<file path="src/rtl/tdc_selftest_sequencer.sv">
// Self-test sequencer for one pixel TDC: fires a programmed train of test
// pulses, samples the encoder response after each, and accumulates statistics.
module tdc_selftest_sequencer #(
  parameter int CNT_WIDTH  = 16,
  parameter int ARM_CYCLES = 4
) (
  input  logic                 clk40,
  input  logic                 resetn,
  input  logic                 start,
  input  logic                 abort,
  input  logic [CNT_WIDTH-1:0] numPulses,
  input  logic [7:0]           pulsePeriod,
  input  logic [3:0]           hitTimeout,
  input  logic                 hitFlag,
  input  logic [9:0]           Cal_code,
  input  logic                 TOAerrorFlag,
  input  logic                 TOTerrorFlag,
  input  logic                 CalerrorFlag,
  output logic                 tdcEnable,
  output logic                 testMode,
  output logic                 pulse,
  output logic                 busy,
  output logic                 done,
  output logic                 aborted,
  output logic [CNT_WIDTH-1:0] hitCount,
  output logic [CNT_WIDTH-1:0] missCount,
  output logic [CNT_WIDTH-1:0] errorCount,
  output logic [9:0]           calMin,
  output logic [9:0]           calMax
);

  localparam int ARM_W = $clog2(ARM_CYCLES + 2);
  localparam logic [ARM_W-1:0] ARM_LAST = ARM_W'(ARM_CYCLES);

  typedef enum logic [2:0] {
    S_IDLE,
    S_ARM,
    S_PULSE,
    S_WAIT_HIT,
    S_GAP,
    S_DONE
  } state_t;

  state_t               state_q, state_d;
  logic [ARM_W-1:0]     arm_cnt_q, arm_cnt_d;
  logic [8:0]           period_q, period_d;
  logic [3:0]           wait_q, wait_d;
  logic [CNT_WIDTH-1:0] pulses_sent_q, pulses_sent_d;

  logic                 tdc_enable_q, tdc_enable_d;
  logic                 test_mode_q, test_mode_d;
  logic                 pulse_q, pulse_d;
  logic                 busy_q, busy_d;
  logic                 done_q, done_d;
  logic                 aborted_q, aborted_d;
  logic [CNT_WIDTH-1:0] hit_count_q, hit_count_d;
  logic [CNT_WIDTH-1:0] miss_count_q, miss_count_d;
  logic [CNT_WIDTH-1:0] error_count_q, error_count_d;
  logic [9:0]           cal_min_q, cal_min_d;
  logic [9:0]           cal_max_q, cal_max_d;

  logic [3:0]           eff_timeout;
  logic [8:0]           gap_target;
  logic                 any_error;
  logic [8:0]           period_inc;

  function automatic logic [CNT_WIDTH-1:0] sat_inc(input logic [CNT_WIDTH-1:0] v);
    return (&v) ? v : v + 1'b1;
  endfunction

  assign eff_timeout = (hitTimeout == 4'd0) ? 4'd1 : hitTimeout;
  assign gap_target  = (pulsePeriod < 8'd3) ? 9'd3 : {1'b0, pulsePeriod};
  assign any_error   = TOAerrorFlag | TOTerrorFlag | CalerrorFlag;
  assign period_inc  = (&period_q) ? period_q : period_q + 9'd1;

  always_comb begin
    state_d       = state_q;
    arm_cnt_d     = arm_cnt_q;
    period_d      = period_q;
    wait_d        = wait_q;
    pulses_sent_d = pulses_sent_q;
    tdc_enable_d  = tdc_enable_q;
    test_mode_d   = test_mode_q;
    pulse_d       = 1'b0;
    busy_d        = busy_q;
    done_d        = 1'b0;
    aborted_d     = aborted_q;
    hit_count_d   = hit_count_q;
    miss_count_d  = miss_count_q;
    error_count_d = error_count_q;
    cal_min_d     = cal_min_q;
    cal_max_d     = cal_max_q;

    unique case (state_q)
      S_IDLE: begin
        if (start) begin
          hit_count_d   = '0;
          miss_count_d  = '0;
          error_count_d = '0;
          aborted_d     = 1'b0;
          cal_min_d     = 10'h3FF;
          cal_max_d     = 10'h000;
          pulses_sent_d = '0;
          if (numPulses != '0) begin
            state_d      = S_ARM;
            arm_cnt_d    = ARM_W'(1);
            tdc_enable_d = 1'b1;
            test_mode_d  = 1'b1;
            busy_d       = 1'b1;
          end else begin
            state_d = S_DONE;
            done_d  = 1'b1;
          end
        end
      end

      S_ARM: begin
        if (arm_cnt_q >= ARM_LAST) begin
          state_d       = S_PULSE;
          pulse_d       = 1'b1;
          period_d      = 9'd1;
          pulses_sent_d = sat_inc(pulses_sent_q);
        end else begin
          arm_cnt_d = arm_cnt_q + 1'b1;
        end
      end

      S_PULSE: begin
        state_d  = S_WAIT_HIT;
        wait_d   = 4'd1;
        period_d = period_inc;
      end

      S_WAIT_HIT: begin
        period_d = period_inc;
        if (hitFlag) begin
          state_d     = S_GAP;
          hit_count_d = sat_inc(hit_count_q);
          if (any_error) begin
            error_count_d = sat_inc(error_count_q);
          end else begin
            if (Cal_code < cal_min_q) cal_min_d = Cal_code;
            if (Cal_code > cal_max_q) cal_max_d = Cal_code;
          end
        end else if (wait_q >= eff_timeout) begin
          state_d      = S_GAP;
          miss_count_d = sat_inc(miss_count_q);
        end else begin
          wait_d = wait_q + 4'd1;
        end
      end

      S_GAP: begin
        // The period timer keeps counting through the hit window, so a long
        // timeout simply makes this a single-cycle gap.
        if (period_q >= gap_target) begin
          if (pulses_sent_q < numPulses) begin
            state_d       = S_PULSE;
            pulse_d       = 1'b1;
            period_d      = 9'd1;
            pulses_sent_d = sat_inc(pulses_sent_q);
          end else begin
            state_d      = S_DONE;
            done_d       = 1'b1;
            tdc_enable_d = 1'b0;
            test_mode_d  = 1'b0;
            busy_d       = 1'b0;
          end
        end else begin
          period_d = period_inc;
        end
      end

      S_DONE: begin
        state_d = S_IDLE;
      end

      default: begin
        state_d = S_IDLE;
      end
    endcase

    // Abort overrides whatever the active states decided, including a hit.
    if (abort && (state_q == S_ARM || state_q == S_PULSE ||
                  state_q == S_WAIT_HIT || state_q == S_GAP)) begin
      state_d       = S_DONE;
      done_d        = 1'b1;
      aborted_d     = 1'b1;
      pulse_d       = 1'b0;
      tdc_enable_d  = 1'b0;
      test_mode_d   = 1'b0;
      busy_d        = 1'b0;
      hit_count_d   = hit_count_q;
      miss_count_d  = miss_count_q;
      error_count_d = error_count_q;
      cal_min_d     = cal_min_q;
      cal_max_d     = cal_max_q;
      pulses_sent_d = pulses_sent_q;
    end
  end

  always_ff @(posedge clk40) begin
    if (!resetn) begin
      state_q       <= S_IDLE;
      arm_cnt_q     <= '0;
      period_q      <= '0;
      wait_q        <= '0;
      pulses_sent_q <= '0;
      tdc_enable_q  <= 1'b0;
      test_mode_q   <= 1'b0;
      pulse_q       <= 1'b0;
      busy_q        <= 1'b0;
      done_q        <= 1'b0;
      aborted_q     <= 1'b0;
      hit_count_q   <= '0;
      miss_count_q  <= '0;
      error_count_q <= '0;
      cal_min_q     <= 10'h3FF;
      cal_max_q     <= 10'h000;
    end else begin
      state_q       <= state_d;
      arm_cnt_q     <= arm_cnt_d;
      period_q      <= period_d;
      wait_q        <= wait_d;
      pulses_sent_q <= pulses_sent_d;
      tdc_enable_q  <= tdc_enable_d;
      test_mode_q   <= test_mode_d;
      pulse_q       <= pulse_d;
      busy_q        <= busy_d;
      done_q        <= done_d;
      aborted_q     <= aborted_d;
      hit_count_q   <= hit_count_d;
      miss_count_q  <= miss_count_d;
      error_count_q <= error_count_d;
      cal_min_q     <= cal_min_d;
      cal_max_q     <= cal_max_d;
    end
  end

  assign tdcEnable  = tdc_enable_q;
  assign testMode   = test_mode_q;
  assign pulse      = pulse_q;
  assign busy       = busy_q;
  assign done       = done_q;
  assign aborted    = aborted_q;
  assign hitCount   = hit_count_q;
  assign missCount  = miss_count_q;
  assign errorCount = error_count_q;
  assign calMin     = cal_min_q;
  assign calMax     = cal_max_q;

endmodule

</file>
<file path="config.mk">
export PLATFORM = sky130hd
export DESIGN_NAME = tdc_selftest_sequencer
export DESIGN_NICKNAME = d
export VERILOG_FILES = /design/src/rtl/tdc_selftest_sequencer.sv
export SDC_FILE = /design/constraint.sdc
export NUM_CORES = 1
export LEC_CHECK = 0
export CORE_ASPECT_RATIO = 0.5
export CORE_MARGIN = 3
export CORE_UTILIZATION = 53
export CTS_CLUSTER_DIAMETER = 30
export CTS_CLUSTER_SIZE = 30
export DETAILED_ROUTE_END_ITERATION = 6
export GPL_ROUTABILITY_DRIVEN = 0
export HOLD_SLACK_MARGIN = 0.08
export PLACE_DENSITY = 0.81
export SLEW_MARGIN = 20
export SYNTH_ARGS = -nofsm -noshare
export SYNTH_HDL_FRONTEND = slang
export SYNTH_SLANG_ARGS = --single-unit
</file>
<file path="constraint.sdc">
create_clock -name clk40 -period 3.2 [get_ports clk40]
set_input_delay 0.64 -clock clk40 [delete_from_list [all_inputs] [get_ports clk40]]
set_output_delay 0.64 -clock clk40 [all_outputs]
set_load 0.02 [all_outputs]
</file>
# [Word level (Yosys, flattened, before mapping)]
# Cells that the tools add are included.
[totals] reg_bits=107 input_bits=46 output_inout_bits=74 elab_cells=164
[op_classes] addsub=7 order_cmp=7 eq_ne=28 muxes=68 bitwise_logic=4 reduce_logical=35
[ops] operator="$mux 16" count=13
[ops] operator="$pmux 16 s2" count=3
[ops] operator="$mux 10" count=8
[ops] operator="$add 16x1->16 const B" count=4
[ops] operator="$reduce_and 16->1" count=4
[ops] operator="$pmux 16 s3" count=1
[ops] operator="$pmux 10 s2" count=2
[ops] operator="$mux 9" count=4
[ops] operator="$ne 2x2->1 const B" count=18
[ops] operator="$mux 3" count=11
[ops] operator="$reduce_and 6->1" count=5
[ops] operator="$pmux 9 s3" count=1
[ops] operator="$lt 16x16->1" count=1
[ops] operator="$reduce_bool 16->1" count=1
[ops] operator="$mux 1" count=15
[ops] operator="$pmux 3 s5" count=1
[ops] operator="$mux 4" count=3
[ops] operator="$reduce_and 4->1" count=3
[ops] operator="$reduce_bool 2->1" count=6
[ops] operator="$gt 10x10->1" count=1
[ops] operator="$lt 10x10->1" count=1
[ops] operator="$reduce_and 5->1" count=2
[ops] operator="$add 9x1->9 const B" count=1
[ops] operator="$ge 9x8->1" count=1
[ops] operator="other kinds (26)" count=39

# [Longest topological paths before layout]
[depth] depth_word=7 depth_mapped=11 ltp_nobuf=10

# [Worst setup path before layout]
# Ideal clock, no wire load.
[synth_path] path_kind="input port to flip-flop" from="input numPulses[2]" to="register pulses_sent_q[5]" setup_time_ns=0.084 t_arrival_ns=2.922 t_required_ns=3.116 slack_ns=0.193 cell_stages=11 n_path_buf=2 cell_sequence="inv_1 -> ha_1 -> a211o_1 -> a31oi_1 -> o31ai_1 -> a2111oi_4 -> a21boi_1 -> or4_1 -> buf_2 -> buf_6 -> o31ai_2"
[synth_via] elab_chain_cells=3
[synth_rtl] item="start: declaration" line_no="11" text="input logic [CNT_WIDTH-1:0] numPulses,"
[synth_rtl] item="$lt 16x16->1" line_no="157" text="if (pulses_sent_q < numPulses) begin"
[synth_rtl] item="$ne 2x2->1 (no line)"
[synth_rtl] item="$reduce_and 6->1 (no line)"
[synth_rtl] item="end signal: assignment" line_no="225" text="pulses_sent_q <= pulses_sent_d;"
[synth_rtl] item="end: declaration" line_no="48" text="logic [CNT_WIDTH-1:0] pulses_sent_q, pulses_sent_d;"
# Every way passes these cells.
# A chain may end at the register's enable or synchronous reset.

# [Worst setup path after layout]
[layout_path] from="input numPulses[7]" to="register period_q[6]"
[layout_via] elab_chain_cells=3
[layout_rtl] item="$lt 16x16->1" line_no="157"
[layout_rtl] item="$ne 3x3->1 (no line)"
[layout_rtl] item="$reduce_and 3->1 (no line)"
[layout_rtl] item="end signal: assignment" line_no="223" text="period_q <= period_d;"
[layout_rtl] item="end: declaration" line_no="46" text="logic [8:0] period_q, period_d;"
# Every way passes these cells.

==> flow_summary.ini <==
[die]
num_io_pins = 120
num_rows = 27
start_util_pct = 55.7
dieArea_mm2 = 0.0133
die_y_um = 83.0
die_w_um = 160
core_area_mm2 = 0.0113

[layout]
drive_above_1_share_pct = 9.76
area_growth_pct = 31.6
fillers = 877
layout.nets = 1016
final_area_mm2 = 0.00827
antenna_cells = 0
stdcell_count = 1081
layout_common_cells = clkdlybuf4s50_1, dfxtp_1, nor2_1
final_common_cell = clkdlybuf4s50_1
postLayoutCoreUtil_pct = 73.3

[place]
dp_hpwl_um = 12300
placed_area_mm2 = 0.00778
place_ws_ns = -0.556
port_buffers = 119
dpl.cell_count = 1056

[synthesis]
synth_flop_cell = dfxtp_1
synth_area_per_cell_um2 = 8.09
yosys.area.top_type = dfxtp_1
ys_top_cells_by_area = dfxtp_1, ha_1, nor2_1
synth_seq_cells = 107
synth_area_mm2 = 0.00628
synth_edf_count = 0
synth_cells = 777
syn_nets = 876
yosysWarnings = 0
seq_area_frac_synth_pct = 34.1
synth_top_area_share_pct = 34.1
synth_cell_types = 57
synthArstFlopShare_pct = 0

[setup_path]
crit_required_ns = 3.45
cp.arrival_ns = 3.38
end_kind = flop
crit_fanout = 8
cp_cell_sequence = clkdlybuf4s50_1, inv_1, ha_4, o21a_1, a21oi_2, o31ai_4, a2111oi_4, a21boi_2, buf_4, buf_4, buf_4, buf_4, o31ai_2, buf_4, nor3_1
crit_buf_inv = 7
start_kind = primary input
ff2ff_setup_slack_ns = 0.17
slowest_stage = clkdlybuf4s50_1
cpPeakStageDelay_ns = 0.48
critPathTopFamily = buffers and inverters
crit_type = primary input to flop
crit_top_cell = buf_4

[timing]
relSlewSlack_pct = 50.9
period_needed_ns = 3.13
fmax_ghz = 0.319
setup_viol = 0
worst_slack_ns = 0.0685
final_hold_viol_count = 0
fin_crit_sh_pct = 97.9
fin_worst_skew_ns = 0.00958
worst-slew-pin-transition_ns = 0.728
drv_slew = 0

[route]
ant_nets = 0
vias_per_cell = 5.81
met3_length_um = 995
top_layer = met4
wl_met1_um = 7480
via_count = 6282
dr.pass1.iters = 5
dr_wl_met2_um = 7990
post_drt_wl_per_cell_um = 15.4
drt_iter0_drc = 581
routed_wirelength_um = 16700
drc = 0

[power]
irDropWorstVdd_v = 0.000288
power_density_mw_per_mm2 = 433
power_leakage_uw = 0.00333

[clocking]
clockRootBuffer = clkbuf_16
cts.clk_slew.worst_paths_ns = 0.07
htree_levels = 3
cts_tree = yes
cts_max_path_buffers = 2
clk_latency_ns = 0.35
cts_buffers = 9
cts_sinks = 107

[grt]
antenna_found_initial = 0
track_usage_pct = 24.8
grt_pass1_wl_um = 28100
grt_pass1_vias = 5871
grt_max_degree = 51
overflow = 0

[job]
maxCapViolCount = 0

[outcome]
outcome = finished, final reports clean

[hold_path]
hp-class = flop to flop
==> metrics by stage <==
step	hold slack [ns]	power [uW]	TNS [ns]
2_1_floorplan	0.444	2050	0
3_3_place_gp	0.457	2360	-7.06
3_5_place_dp	0.459	2390	-8.41
4_1_cts	0.469	3570	0
5_1_grt	0.517	3780	-0.656
6_report	0.465	3580	0
==> worst min-delay path: stages, from the launching register on <==
cell,delay [ns]
dfxtp_1,0.31
nand2_1,0.05
a21oi_1,0.05
==> path summary, 6_finish.rpt <==
path	from	endpoint	cells past startpoint
setup / recovery	numPulses[7]	period_q[6]$_SDFFE_PN0P_	15
hold / removal	aborted$_SDFFE_PN0P_	aborted$_SDFFE_PN0P_	2
setup reg to reg	pulses_sent_q[5]$_SDFFE_PN0P_	period_q[6]$_SDFFE_PN0P_	13
hold reg to reg	aborted$_SDFFE_PN0P_	aborted$_SDFFE_PN0P_	2
==> registers in the layout, indices dropped and copies added (netlist names) <==
register       flops
busy               1
period_q           9
missCount         16
hitCount          16
errorCount        16
arm_cnt_q          3
calMin            10
state_q            3
aborted            1
done               1
pulses_sent_q     16
calMax            10
wait_q             4
pulse              1
==> layer usage <==
metal / up-vias / global-route usage [%]
li1: 3109 / -
met1: 2953 / 32.8
met2: 200 / 42.5
met3: 20 / 4.29
met4: 0 / 5.59
met5: - / 0
==> synth_stat cells, types with 11 or more instances <==
library cell and instances:
a21o_1 11, a21oi_1 56, and3_1 14, clkbuf_1 20
dfxtp_1 107, ha_1 53, inv_1 58, nand2_1 48
nand3_1 46, nand4_1 26, nor2_1 81, nor3_1 15
nor4_1 18, o211ai_1 11, o21ai_0 28, o31ai_1 16
or3_1 16, xor2_1 24
==> final cells by class <==
| cell class | count | area [um2] | area share (%) |
|---|---|---|---|
| clock inverters | 6 | 71.3 | 0.862 |
| well taps | 159 | 199 | 2.41 |
| multi-input cells | 580 | 3880 | 46.9 |
| inverters | 59 | 221 | 2.68 |
| clock buffers | 10 | 239 | 2.89 |
| flip-flops and latches | 107 | 2140 | 25.9 |
| repair buffers | 160 | 1520 | 18.3 |
==> what timing repair did <==
| action | CTS | global route |
|---|---|---|
| pin swaps | 7 | 8 |
| endpoints found under the setup margin | 14 | 20 |
| hold buffers | 0 | 0 |
| resized for setup | 7 | 18 |
| gates cloned | 0 | 0 |
| buffers inserted | 7 | 2 |
==> kinds of logic after synthesis <==
group,share of synthesized area [%]
simple gates,24.8
xor+xnor,4.74
buf+inv,5.71
compound gates,20.1
flops,34.1
fa+ha+maj,10.6
==> report_power, final <==
group / leakage, uW / switching [uW] / internal (uW)
logic: 0.00232 / 575 / 409
clock network: 0.000146 / 512 / 635
registers: 0.000864 / 77.7 / 1380
total: 0.00333 / 1160 / 2420
Power figures use the tool's default switching activity.
